--- src/rtl/evg_heartbeat_pacer.sv ---
// Heartbeat / sequence-start pacer for the event generator, evgTxClk domain.
// Optional build macro: EVG_PACER_PPS_CHECK_EN (PPS misalignment check and re-phase).
module evg_heartbeat_pacer #(
  parameter int INTERVAL_WIDTH = 32,
  parameter int SEQDIV_WIDTH   = 16,
  parameter int ERRCOUNT_WIDTH = 16
) (
  input  logic                      evgTxClk,
  input  logic                      evgReset,
  input  logic                      evgPPStoggle,
  input  logic                      cfgEnable,
  input  logic [INTERVAL_WIDTH-1:0] cfgHeartbeatInterval,
  input  logic [SEQDIV_WIDTH-1:0]   cfgSequenceDivisor,
  output logic                      evgHeartbeatRequest,
  output logic                      evgSequenceStart,
  output logic                      evgSynced,
  output logic [ERRCOUNT_WIDTH-1:0] evgPPSErrorCount
);

  localparam logic [1:0] IDLE     = 2'd0;
  localparam logic [1:0] WAIT_PPS = 2'd1;
  localparam logic [1:0] RUN      = 2'd2;

  localparam logic [INTERVAL_WIDTH-1:0] HB_ONE  = {{(INTERVAL_WIDTH-1){1'b0}}, 1'b1};
  localparam logic [INTERVAL_WIDTH-1:0] HB_MIN  = {{(INTERVAL_WIDTH-2){1'b0}}, 2'b10};
  localparam logic [SEQDIV_WIDTH-1:0]   SEQ_ONE = {{(SEQDIV_WIDTH-1){1'b0}}, 1'b1};

  logic [1:0]                state;
  logic [1:0]                stateNext;
  logic [INTERVAL_WIDTH-1:0] hbCnt;
  logic [INTERVAL_WIDTH-1:0] hbCntNext;
  logic [SEQDIV_WIDTH-1:0]   seqCnt;
  logic [SEQDIV_WIDTH-1:0]   seqCntNext;
  logic [SEQDIV_WIDTH-1:0]   seqCur;
  logic                      ppsD;
  logic                      ppsEdge;
  logic                      hbFire;
  logic                      seqFire;
`ifdef EVG_PACER_PPS_CHECK_EN
  logic                      ppsMisaligned;
  logic [ERRCOUNT_WIDTH-1:0] errCount;
`endif

  // Intervals below 2 ticks are clamped so the countdown always has a zero phase.
  function automatic logic [INTERVAL_WIDTH-1:0] reloadValue(input logic [INTERVAL_WIDTH-1:0] n);
    if (n < HB_MIN) begin
      reloadValue = HB_ONE;
    end else begin
      reloadValue = n - HB_ONE;
    end
  endfunction

  assign ppsEdge = evgPPStoggle ^ ppsD;

  // Next-state, countdown and pulse-cause decode.
  always_comb begin
    stateNext  = state;
    hbCntNext  = hbCnt;
    seqCntNext = seqCnt;
    seqCur     = seqCnt;
    hbFire     = 1'b0;
    seqFire    = 1'b0;
`ifdef EVG_PACER_PPS_CHECK_EN
    ppsMisaligned = 1'b0;
`endif
    if (!cfgEnable) begin
      stateNext  = IDLE;
      hbCntNext  = '0;
      seqCntNext = '0;
    end else begin
      case (state)
        IDLE: begin
          stateNext = WAIT_PPS;
        end
        WAIT_PPS: begin
          if (ppsEdge) begin
            hbFire    = 1'b1;
            seqCur    = '0;
            stateNext = RUN;
          end else begin
            stateNext = WAIT_PPS;
          end
        end
        RUN: begin
`ifdef EVG_PACER_PPS_CHECK_EN
          if (ppsEdge) begin
            hbFire        = 1'b1;
            ppsMisaligned = (hbCnt != '0);
          end else if (hbCnt == '0) begin
            hbFire = 1'b1;
          end else begin
            hbCntNext = hbCnt - HB_ONE;
          end
`else
          if (hbCnt == '0) begin
            hbFire = 1'b1;
          end else begin
            hbCntNext = hbCnt - HB_ONE;
          end
`endif
        end
        default: begin
          stateNext  = IDLE;
          hbCntNext  = '0;
          seqCntNext = '0;
        end
      endcase

      // N and D are only consumed here, so mid-interval changes wait for the reload.
      if (hbFire) begin
        hbCntNext = reloadValue(cfgHeartbeatInterval);
        if (cfgSequenceDivisor == '0) begin
          seqCntNext = seqCur;
        end else if (seqCur == '0) begin
          seqFire    = 1'b1;
          seqCntNext = cfgSequenceDivisor - SEQ_ONE;
        end else begin
          seqCntNext = seqCur - SEQ_ONE;
        end
      end else begin
        seqFire = 1'b0;
      end
    end
  end

  // State, counters, PPS sample and registered pulse outputs.
  always_ff @(posedge evgTxClk or posedge evgReset) begin
    if (evgReset) begin
      state               <= IDLE;
      hbCnt               <= '0;
      seqCnt              <= '0;
      ppsD                <= 1'b0;
      evgHeartbeatRequest <= 1'b0;
      evgSequenceStart    <= 1'b0;
      evgSynced           <= 1'b0;
    end else begin
      state               <= stateNext;
      hbCnt               <= hbCntNext;
      seqCnt              <= seqCntNext;
      ppsD                <= evgPPStoggle;
      evgHeartbeatRequest <= hbFire;
      evgSequenceStart    <= seqFire;
      evgSynced           <= (stateNext == RUN);
    end
  end

`ifdef EVG_PACER_PPS_CHECK_EN
  // Saturating misaligned-PPS counter; only reset clears it.
  always_ff @(posedge evgTxClk or posedge evgReset) begin
    if (evgReset) begin
      errCount <= '0;
    end else if (ppsMisaligned && (errCount != '1)) begin
      errCount <= errCount + {{(ERRCOUNT_WIDTH-1){1'b0}}, 1'b1};
    end else begin
      errCount <= errCount;
    end
  end

  assign evgPPSErrorCount = errCount;
`else
  assign evgPPSErrorCount = '0;
`endif

endmodule

--- config.mk ---
export PLATFORM = sky130hd
export DESIGN_NAME = evg_heartbeat_pacer
export DESIGN_NICKNAME = d
export VERILOG_FILES = /design/src/rtl/evg_heartbeat_pacer.sv
export SDC_FILE = /design/constraint.sdc
export NUM_CORES = 1
export LEC_CHECK = 0
export BUFFER_PORTS_ARGS = -buffer_cell sky130_fd_sc_hd__buf_2
export CAP_MARGIN = 40
export CELL_PAD_IN_SITES_DETAIL_PLACEMENT = 0
export CELL_PAD_IN_SITES_GLOBAL_PLACEMENT = 1
export CORE_ASPECT_RATIO = 1.1
export CORE_MARGIN = 2
export CORE_UTILIZATION = 44
export CTS_BUF_LIST = sky130_fd_sc_hd__clkbuf_2 sky130_fd_sc_hd__clkbuf_4 sky130_fd_sc_hd__clkbuf_8
export CTS_CLUSTER_DIAMETER = 200
export DETAILED_ROUTE_END_ITERATION = 7
export GPL_TIMING_DRIVEN = 0
export PLACE_DENSITY = 0.79
export REMOVE_ABC_BUFFERS = 1
export SKIP_LAST_GASP = 1
export SYNTH_ARGS = -nofsm -noshare
export SYNTH_HDL_FRONTEND = slang
export SYNTH_SLANG_ARGS = --single-unit
--- constraint.sdc ---
create_clock -name evgTxClk -period 4.1 [get_ports evgTxClk]
set_input_delay 0.82 -clock evgTxClk [delete_from_list [all_inputs] [get_ports evgTxClk]]
set_output_delay 0.82 -clock evgTxClk [all_outputs]
set_load 0.02 [all_outputs]
# Word level (Yosys, flattened, before mapping)
# Cells that the tools add are included.
[totals]
ff_bits = 54
inputBits = 52
output_inout_bits = 19
elab_cells = 51
[classes]
addsub = 4
order_cmp = 1
eq_ne = 6
n_mux = 25
bitwise = 1
reduce_logical = 7
[op_table]
columns = ["cell", "count"]
rows = [
  ["16-bit two-way mux", 8],
  ["32-bit two-way mux", 4],
  ["32-bit one-hot mux with 2 select lines", 1],
  ["32-bit by 1-bit subtractor with 32-bit output, second input constant", 2],
  ["16-bit logical NOT", 2],
  ["32-bit logical NOT", 1],
  ["32-bit by 2-bit < comparator with 1-bit output, second input constant", 1],
  ["16-bit by 1-bit subtractor with 16-bit output, second input constant", 2],
  ["1-bit two-way mux", 8],
  ["3-bit by 2-bit != test with 1-bit output, second input constant", 2],
  ["2-bit one-hot mux with 3 select lines", 1],
  ["2-bit == test, second input constant", 2],
  ["2-bit two-way mux", 2],
  ["4-bit != test, second input constant", 1],
  ["3-bit OR reduction", 1],
  ["2-bit by 1-bit == test with 1-bit output, second input constant", 1],
  ["2-bit logical NOT", 1],
  ["1-bit one-hot mux with 2 select lines", 1],
  ["2-bit AND reduction", 1],
  ["2-bit OR reduction", 1],
  ["1-bit bitwise XOR", 1],
]

# Logic depth before layout (Yosys ltp)
[logic_depth]
word_depth = 9
ltp_mapped = 13
depth_no_buf = 11

# Least setup slack after synthesis
# OpenSTA, ideal clock, no wires.
[synth_timing]
kind = "input port to flip-flop"
startpoint = "input evgPPStoggle"
endpoint = "register seqCnt[12]"
setup_time_ns = 0.121
arrival_time_ns = 3.495
t_required_ns = 3.979
path_slack_ns = 0.484
cell_stages = 11
n_path_buf = 2
cell_sequence = "xor2_1 > nand2_1 > clkbuf_1 > clkbuf_1 > a22oi_1 > ha_1 > o21ai_0 > a2111oi_1 > o221ai_1 > a31o_1 > a22o_1"
[synth_between]
elab_chain_cells = 9
elab_cells_between_ends = 14
classes_between = "add/sub (1); eq/ne (1); mux (10); bitwise (1); reduce/logical (1)"
[synth_rtl]
columns = ["element", "line_no", "rtl"]
rows = [
  ["from (decl)", "10", "input logic evgPPStoggle,"],
  ["1-bit bitwise XOR (*)", "53", "assign ppsEdge = evgPPStoggle ^ ppsD;"],
  ["16-bit two-way mux", "76", "if (ppsEdge) begin"],
  ["16-bit two-way mux", "71", "case (state)"],
  ["16-bit two-way mux", "66", "if (!cfgEnable) begin"],
  ["16-bit by 1-bit subtractor with 16-bit output / 16-bit logical NOT (equally long branches)", "118, 114", ""],
  ["16-bit two-way mux", "114", "end else if (seqCur == '0) begin"],
  ["16-bit two-way mux", "112", "if (cfgSequenceDivisor == '0) begin"],
  ["16-bit two-way mux", "110", "if (hbFire) begin"],
  ["16-bit two-way mux", "66", ""],
  ["to (signal assigned)", "139", "seqCnt <= seqCntNext;"],
  ["to (decl)", "32", "logic [SEQDIV_WIDTH-1:0] seqCnt;"],
]
# Every way passes the cells marked *; elsewhere a longest branch is shown, timed or not. The select of a mux whose other input is x is not followed.
# A chain may end at the register's enable or synchronous reset.

# Worst setup path after layout
# Same ends and word-level chain as after synthesis.

==> metrics.txt <==
Residual DRC 0; number of placement rows 39; Final GP Congestion between 0.8 and 0.9; vias in the first global route 4263; Met1 Wirelength around 6100 um; P&R area growth vs syn 8.87%; fillcell total just over 1000; CTS Root Cell clkbuf_8; Least-Margin Pin Slew 0.905 ns; largest net degree at the start of global routing 36; total CTS buffers 5; Die Y roughly 110 um; share of layout cells above drive strength 1 14.6%; global-route wire length before repair 21400 um; HPWL Detailed 9600 um; Hold Path Class in2async; # nets final 660; met3 WL 588 um; H-Tree Level Count 2; top area cells in the synthesized netlist dfrtp_1 30%, xnor2_1 5.6%, a22o_1 5.2%; Tcrit/Tclk final 90.2%; vias per std cell 6.26; Post-synth EDFFs 0; sequential fraction of the synthesis area 29.6%; outcome complete, no violations; final WL approximately 13000 um; Max IR drop VDD 202 uV; Hold WS just under 0.5 ns; start point of the critical path evgPPStoggle; Post-Syn Area 4570 sq um; Pwr Density just under 500 nW/um^2; setup bufs post-CTS 0; CTS sink cnt 54; Max-cap violations 0; Yosys top cell by area dfrtp_1; Syn Area/Cell 8.12 sq um; Startpoint Class input pin; Worst R2R Start state[1]; Max Fclk about 270 MHz; Overall Global Routing Usage about a quarter; Clock Skew 0.0130 ns; Cell variety after synth 67; num ports 71; CTS tree built; n_diodes 0; R2R setup slack 0.41 ns; end point of the critical path seqCnt[12]; final setup TNS 0 ns; routed via count 4542; Core ar. 10200 sq um; Final Max Tran Viols 0; GRT overflow 0; die area roughly 11000 sq um; RSZ-0062 raised after global routing false; post-layout minimum cycle time around 3.7 ns; setup-violating endpoint count in the final report 0; r2r worst-path depth 12; CP required about 4.3 ns; Synth Register Bits 54; crit path kind in2reg; top cell type's share of synthesized area 29.6%; Clk Latency, worst-skew pair 0.33 ns; PortBufs 54; Chip Width 101 um; final hold viol count 0; routed len/inst around 18 um; Worst Setup End Kind flip-flop; ys async rst share 100%; CP Max Fanout 22; clk slew on worst S/H paths 0.11 ns; max_slew headroom 39.2%; main flop type after synthesis dfrtp_1; Post-Syn Instances 563; met2 WL 6120 um; initial core utilization 44.6%; initial antenna violation count 0; detailed-router iteration count before antenna repair 5; Synth Warn # 0; ANT nets after route 0; CTS max path bufs 2; Worst EP arrival 3.92 ns; worst r2r dst seqCnt[12]; Lkg Pwr ~2.1 nW; top sig layer met4; initial DRC count approximately 340
[logic make-up (layout without fill, tap and decap cells)]
group           Yosys count  count (layout)  synth area share [%]
compound gates          166             166                  25.7
xor+xnor                 41              41                  7.86
fa+ha+maj                 7               7                  1.92
buf+inv                  57              81                  6.57
flops                    54              54                  29.6
mux                       5               5                  1.10
other cells               1              16                0.0821
simple gates            232             232                  27.2
[metal layers]
| metal | vias up | track usage (%) |
|---|---|---|
| met5 | - | 0 |
| met4 | 0 | 6.04 |
| met3 | 12 | 3.66 |
| met2 | 138 | 37.5 |
| met1 | 2226 | 33.3 |
| li1 | 2166 | - |
[synthesized netlist by cell type (12+ instances only)]
cell,n
nand3_1,21
nand2_1,46
or3_1,13
a21oi_1,13
inv_1,16
nor2_1,50
xnor2_1,29
buf_4,19
o22ai_1,18
nor4_1,19
xor2_1,12
a22o_1,27
o21ai_0,47
nor3_1,32
dfrtp_1,54
[power breakdown]
| group | internal (mW) | switching, mW | leakage, nW | total, mW |
|---|---|---|---|---|
| clock network | 0.121 | 0.204 | 0.0441 | 0.324 |
| logic | 0.552 | 0.930 | 1.30 | 1.48 |
| registers | 0.579 | 0.0591 | 0.746 | 0.638 |
| total | 1.25 | 1.19 | 2.09 | 2.45 |
[sequential cells by signal, summed over array words and instances (netlist names)]
register / cells
state: 2
ppsD: 1
evgHeartbeatRequest: 1
seqCnt: 16
hbCnt: 32
evgSequenceStart: 1
evgSynced: 1
[stage by stage]
| stage | cells | power [mW] | area (sq um) | utilization [%] | setup WS (ns) |
|---|---|---|---|---|---|
| finish | 725 | 2.45 | 4970 | 48.5 | 0.401 |
| global route | 725 | 2.63 | 4970 | 48.5 | 0.154 |
| CTS | 725 | 2.41 | 4960 | 48.4 | 0.184 |
| detailed placement | 717 | 2.07 | 4860 | 47.4 | -0.765 |
| global placement | 714 | 2.02 | 4810 | 46.9 | -1.18 |
| floorplan | 537 | 1.69 | 4390 | - | 0.148 |
[critical path: stages]
cell and delay (ns):
buf_2 0.11, xor2_1 0.21, nand2_4 0.27, o21ai_2 0.23, buf_6 0.21, a22oi_1 0.19, ha_1 0.36, o21ai_0 0.27
a2111oi_4 0.48, o221ai_1 0.27, a31o_1 0.27, a22o_1 0.21
[placed cells by master, fill, tap and decap left out, types with 5 or more instances in the layout]
| cell | instances |
|---|---|
| dfrtp_1 | 54 |
| buf_2 | 54 |
| nor2_1 | 50 |
| o21ai_0 | 47 |
| nand2_1 | 45 |
| nor3_1 | 32 |
| xnor2_1 | 29 |
| a22o_1 | 27 |
| nand3_1 | 21 |
| nor4_1 | 19 |
| o22ai_1 | 18 |
| conb_1 | 16 |
| inv_1 | 15 |
| or3_1 | 13 |
| a21oi_1 | 13 |
| xor2_1 | 12 |
| o32ai_1 | 10 |
| a22oi_1 | 8 |
| ha_1 | 7 |
| or4_1 | 6 |
| or2_2 | 6 |
| nand4_1 | 6 |
| nand2b_1 | 5 |
| o21a_1 | 5 |
| mux2i_1 | 5 |
| clkbuf_8 | 5 |
[final cells by class]
cell class | instances | area [sq um] | area share [%]
multi-input cells | 467 | 3000 | 60.4
flip-flops and latches | 54 | 1350 | 27.2
clock inverters | 3 | 21.3 | 0.428
inverters | 16 | 60.1 | 1.21
well taps | 123 | 154 | 3.09
repair buffers | 57 | 317 | 6.36
clock buffers | 5 | 68.8 | 1.38
[how the worst min path moves through the flow]
stage | startpoint | end | slack, ns | cells after the start
floorplan | seqCnt[4] | seqCnt[4] | 0.46 | 1
global placement | seqCnt[4] | seqCnt[4] | 0.48 | 1
detailed placement | seqCnt[4] | seqCnt[4] | 0.49 | 1
CTS | evgReset | hbCnt[21] | 0.50 | 2
global route | evgReset | hbCnt[21] | 0.53 | 2
finish | evgReset | hbCnt[21] | 0.49 | 2
[what timing repair did]
action,4_1_cts,5_1_grt
hold buffers,0,0
setup endpoints to repair,3,1
hold endpoints to repair,0,0
gates resized for setup,2,2
Power figures use the tool's default switching activity.
